`config.mk`:
```
export PLATFORM = sky130hd
export DESIGN_NAME = cla_seq_ctrl
export DESIGN_NICKNAME = d
export VERILOG_FILES = /design/src/rtl/cla_seq_ctrl.sv
export SDC_FILE = /design/constraint.sdc
export NUM_CORES = 1
export LEC_CHECK = 0
export CORE_ASPECT_RATIO = 0.75
export CORE_UTILIZATION = 51
export CTS_CLUSTER_SIZE = 25
export DETAILED_ROUTE_END_ITERATION = 6
export PLACE_DENSITY = 0.95
export SLEW_MARGIN = 5
export SYNTH_ARGS = -nofsm -noshare
export SYNTH_HDL_FRONTEND = slang
export SYNTH_SLANG_ARGS = --single-unit
```
`constraint.sdc`:
```
create_clock -name clk -period 2.5 [get_ports clk]
set_input_delay 0.5 -clock clk [delete_from_list [all_inputs] [get_ports clk]]
set_output_delay 0.5 -clock clk [all_outputs]
set_load 0.01 [all_outputs]
```
`src/rtl/cla_seq_ctrl.sv`:
```
// ============================================================================
// Module  : cla_seq_ctrl
// Brief   : Nibble-serial adder sequencer driving an external registered 4-bit CLA.
//           Optional subtract mode is enabled by the CLA_SEQ_SUB_EN macro.
// Revision: 1.0 - initial release
// ============================================================================
`timescale 1ns/1ps
`default_nettype none

module cla_seq_ctrl #(
    parameter int NIBBLES = 4
) (
    input  logic                 clk,
    input  logic                 rst_n,
    input  logic                 start,
    input  logic [4*NIBBLES-1:0] a,
    input  logic [4*NIBBLES-1:0] b,
    input  logic                 cin,
`ifdef CLA_SEQ_SUB_EN
    input  logic                 sub,
`endif
    output logic                 busy,
    output logic                 done,
    output logic [4*NIBBLES-1:0] sum,
    output logic                 cout,
    output logic                 cla_en,
    output logic [3:0]           cla_a,
    output logic [3:0]           cla_b,
    output logic                 cla_cin,
    input  logic [4:0]           cla_q
);

    localparam int IDX_W = (NIBBLES > 1) ? $clog2(NIBBLES) : 1;
    localparam logic [IDX_W-1:0] C_LAST_IDX = IDX_W'(NIBBLES - 1);

    typedef enum logic [1:0] {
        S_IDLE  = 2'd0,
        S_ISSUE = 2'd1,
        S_CAPT  = 2'd2,
        S_DONE  = 2'd3
    } state_t;

    state_t               state_q, state_d;
    logic [IDX_W-1:0]     idx_q;
    logic                 carry_q;
    logic [4*NIBBLES-1:0] a_q;
    logic [4*NIBBLES-1:0] b_q;
    logic [4*NIBBLES-1:0] sum_q;
    logic                 cout_q;

    always_ff @(posedge clk or negedge rst_n) begin
        if (!rst_n) begin
            state_q <= S_IDLE;
            idx_q   <= '0;
            carry_q <= 1'b0;
            a_q     <= '0;
            b_q     <= '0;
            sum_q   <= '0;
            cout_q  <= 1'b0;
        end else begin
            state_q <= state_d;
            case (state_q)
                S_IDLE: begin
                    if (start) begin
                        a_q   <= a;
                        idx_q <= '0;
`ifdef CLA_SEQ_SUB_EN
                        // Subtraction as a + ~b + 1: the forced carry supplies the +1.
                        if (sub) begin
                            b_q     <= ~b;
                            carry_q <= 1'b1;
                        end else begin
                            b_q     <= b;
                            carry_q <= cin;
                        end
`else
                        b_q     <= b;
                        carry_q <= cin;
`endif
                    end
                end
                S_CAPT: begin
                    sum_q[{idx_q, 2'b00} +: 4] <= cla_q[3:0];
                    carry_q                    <= cla_q[4];
                    if (idx_q == C_LAST_IDX) begin
                        cout_q <= cla_q[4];
                    end else begin
                        idx_q <= idx_q + 1'b1;
                    end
                end
                default: ;
            endcase
        end
    end

    always_comb begin
        state_d = state_q;
        cla_en  = 1'b0;
        cla_a   = 4'd0;
        cla_b   = 4'd0;
        cla_cin = 1'b0;
        case (state_q)
            S_IDLE: begin
                if (start) begin
                    state_d = S_ISSUE;
                end
            end
            S_ISSUE: begin
                cla_en  = 1'b1;
                cla_a   = a_q[{idx_q, 2'b00} +: 4];
                cla_b   = b_q[{idx_q, 2'b00} +: 4];
                cla_cin = carry_q;
                state_d = S_CAPT;
            end
            S_CAPT: begin
                state_d = (idx_q == C_LAST_IDX) ? S_DONE : S_ISSUE;
            end
            S_DONE: begin
                state_d = S_IDLE;
            end
            default: begin
                state_d = S_IDLE;
            end
        endcase
    end

    assign busy = (state_q != S_IDLE);
    assign done = (state_q == S_DONE);
    assign sum  = sum_q;
    assign cout = cout_q;

endmodule

`default_nettype wire
```
# Yosys cells after proc, flatten, opt, wreduce, memory -nomap -nowiden
# Cells that the tools add are included.
# totals
ff_bits	54
out_inout_bits	29
wordCells	39
# op_classes
add_sub_neg	2
eq_ne	6
n_shift	4
mux	13
reduce_logical	7
# op_table
operator	n
$shiftx A16 B5 Y4	2
$bwmux W16	1
$shift A4 B6 Y16 const A	1
$shiftx A4 B6 Y16	1
$mux W2	4
$mux W4	2
$pmux W2 S4	1
$eq A2 B2 Y1 const B	3
$neg A4 Y6	1
$reduce_and A2 Y1	3
$ne A2 B2 Y1 const B	2
$pmux W2 S2	1
$reduce_bool A2 Y1	2
$mux W1	3
$reduce_and A3 Y1	1
$add A2 B1 Y2 const B	1
$eq A2 B1 Y1 const B	1
$logic_not A2 Y1	1
$pmux W1 S2	1

# Longest topological paths before layout
# logic_depth
depth_word	3
ltp_mapped	7
ltp_nobuf	5

# Least setup slack after synthesis
# OpenSTA, ideal clock, no wires.
# synth_timing
path_type	register -> register
startpoint	register idx_q[0]
endpoint	register sum_q[12] (netlist: sum[12])
setup_ps	84
arrival_time_ps	1642
t_required_ps	2416
path_slack_ps	775
stages_incl_launch_ff	7
synth_period_minus_slack_ps	1725
cell_sequence	dfrtp_1 buf_4 inv_1 ha_1 nor4b_2 nand2_1 o21ai_0
# synth_via
elab_chain_cells	3
word_cells_on_any_way	4
classes_between	add/sub: 1; shift: 2; mux: 1
# synth_rtl
element	line_no	rtl
start: declaration	44	logic [IDX_W-1:0] idx_q;
start signal: assignment	88	idx_q <= idx_q + 1'b1;
$neg A4 Y6 (*)	83	sum_q[{idx_q, 2'b00} +: 4] <= cla_q[3:0];
$shiftx A4 B6 Y16 / $shift A4 B6 Y16 (equally long branches)	83	
$bwmux W16 (*)	83	
end signal: indexed assignment	83	
end: declaration	48	logic [4*NIBBLES-1:0] sum_q;
# Every way passes the cells marked *; elsewhere a longest branch is shown, timed or not.
# A chain may end at the register's enable or synchronous reset.

# Final worst setup path
# layout_timing
startpoint	register state_q[1]
endpoint	output port cla_b[0]
# layout_via
elab_chain_cells	2
# layout_rtl
element	line_no	rtl
start: declaration	43	state_t state_q, state_d;
start signal: assignment	61	state_q <= state_d;
$eq A2 B1 Y1	102	case (state_q)
$mux W4	102	
end: declaration	28	output logic [3:0] cla_b,
# Every way passes these cells.

==> results.md <==
- Sequential area share after synthesis: 53.4%
- Post-Syn Instances: 206
- Fmax achieved: about 410 MHz
- GRT Util Overall: 22.9%
- Yosys reg bits: 54
- Post-route minimum period: 2.43 ns
- Cts bufs inserted: 5
- Critical path capture point type: primary output
- Clk_lat worst skew: 0.30 ns
- Largest net degree at the start of global routing: 37
- GRT Residual Overflow: 0
- RSZ-0062 raised after global routing: false
- # setup viols final: 0
- Routed vias: 1886
- Critical-path maximum fanout: 8
- Root cell of the clock tree: clkbuf_8
- Initial Util: 54.7%
- Syn avg cell area: 12.3 sq um
- First-pass GRT wire length: 9.29 mm
- Clock sinks: 54
- Setup TNS: 0 ns
- Mean routed wirelength per cell: 17.0 microns
- Post-DRT Antenna Nets: 0
- Leakage power: about 1.4 nW
- Nets: ~330
- Area grow syn2layout: 35.3%
- H-tree depth: 2
- Routed WL: 5.72 mm
- Synth top area share: 53.4%
- Leading cell type in the layout, fill and taps excluded: clkdlybuf4s50_1
- GPL Wtd Cong: 0.825
- Io pins: 70
- HPWL Detailed: roughly 4.2 mm
- Power Dens Cells: 1210 nW/um^2
- Die W: 83.3 microns
- Vias in the first global route: 1885
- Post-synth cell types: 33
- Tightest Pin Transition: 0.789 ns
- Period utilisation layout: between 90% and 100%
- Fin util: 74.1%
- Arrival time at the worst endpoint: just under 2 ns
- TritonCTS clock tree: built
- CTS Buffer Depth: 2
- VDD IR max: ~0.64 mV
- Critical path class: flop to primary output
- Share of post-route cells with drive strength above 1: between 20% and 30%
- Synth Flop Type: dfrtp_1
- Min-delay worst type: input port to asynchronous set/reset pin
- Hold Violations, Final: 0
- Die Span Y: 63.0 microns
- Iteration count of the initial detailed-routing pass: 5
- CORE AREA: around 4600 sq um
- Relative slew slack: 47.4%
- Synth Net Count: 253
- Most frequent cells in the layout: clkdlybuf4s50_1 (68), dfrtp_1 (54), mux2_2 (31)
- DR iter-0 viols: 101
- Power consumption: around 4.2 mW
- DIE AREA: 5250 sq um
- Yosys warning count: 0
- Max-cap violation count: 0
- Final Skew: 0.00976 ns
- ANT cells: 0
- Crit path required time: about 2 ns
- DRC: 0
- Post-Syn Area: 2530 sq um
- Site Rows: 21
- Cell taking the most area after synthesis: dfrtp_1
- IO buf count: 69
- Slew Limit Fails: 0
- Vias per cell: between 5 and 6
- CP startpoint kind: flop
- Synth top area cells: dfrtp_1 (53%), mux2_2 (14%), mux2i_1 (6.3%)
- Initial antenna violation count: 0
- Run status: finished, final reports clean
- Clock-pin transition on the worst setup and hold timing paths: 0.10 ns
- Fraction of registers with async set or reset after synthesis: 100%
- Post-synth EDFFs: 0
final timing paths:
kind	from	endpoint	slack (ns)	cells after the start
min in group clk	sum[9]$_DFFE_PN0P_	sum[9]$_DFFE_PN0P_	0.49	2
max in group asynchronous	rst_n	b_q[13]$_DFFE_PN0P_	1.57	2
max reg2reg	idx_q[0]$_DFFE_PN0P_	sum[10]$_DFFE_PN0P_	0.59	6
min	rst_n	sum[3]$_DFFE_PN0P_	0.28	1
max	state_q[1]$_DFFE_PN0P_	cla_b[0]	0.07	4
min reg2reg	sum[9]$_DFFE_PN0P_	sum[9]$_DFFE_PN0P_	0.49	2
where the power goes:
part,switching (mW),internal [mW],leakage [nW]
registers,0.254,1.31,0.651
logic,0.913,1.09,0.715
clock network,0.269,0.321,0.0573
total,1.44,2.72,1.42
cell type report:
type,count,area (sq um)
flip-flops and latches,54,1350
clock inverters,1,30.0
well taps,57,71.3
clock buffers,6,82.6
repair buffers,76,751
multi-input cells,139,1120
inverters,4,15.0
fillers,337,1200
worst max-delay path: stages, from the launching register on:
cell and delay (ns):
dfrtp_1 0.39, and2b_2 0.31, nand2_4 0.14, o22ai_2 0.23, clkdlybuf4s50_1 0.56
synth_stat cells, types with 2 or more instances:
cell type  instances
a21oi_1            2
and2b_1            2
nand2_1           30
buf_4              3
buf_6              3
ha_1               6
dfrtp_1           54
nand3_1            6
o22ai_1            9
mux2_2            31
nand3b_1           4
o21ai_0           10
mux2i_1           16
and2_1             2
nor4b_2            2
buf_2              2
inv_1              4
mux2_1             2
o2bb2ai_1          4
metal layers:
metal,vias up,wire length (microns),global-route usage [%]
met5,-,0,0
met4,0,106,9.05
met3,10,281,4.36
met2,63,2820,38.0
met1,934,2520,29.9
li1,879,-,-
flip-flops by register name, indices dropped and copies added (netlist names):
register,cells
a_q,16
b_q,16
sum,16
idx_q,2
state_q,2
carry_q,1
cout,1
per-stage QoR:
stage	setup slack (ns)	cell area, sq um	std cells	hold slack [ns]
final	0.0715	3420	337	0.282
after global routing	0.0147	3420	337	0.326
after CTS	0.0132	3410	337	0.306
after detailed placement	0.238	3280	330	0.474
after global placement	0.312	3280	330	0.465
after floorplan	0.775	2530	206	0.204
logic make-up (layout without fill, tap and decap cells):
group | Yosys count | after routing | share of synthesized area [%]
compound gates | 29 | 29 | 7.22
fa+ha+maj | 6 | 6 | 2.97
buf+inv | 13 | 87 | 3.36
flops | 54 | 54 | 53.4
mux | 49 | 49 | 21.0
simple gates | 55 | 55 | 12.1
repair_timing:
action | CTS | global route
gates resized for setup | 3 | 4
pin swaps | 0 | 0
endpoints found under the setup margin | 8 | 8
hold buffers | 0 | 0
endpoints found under the hold margin | 0 | 0
setup buffers | 0 | 0
Power figures use the tool's default switching activity.
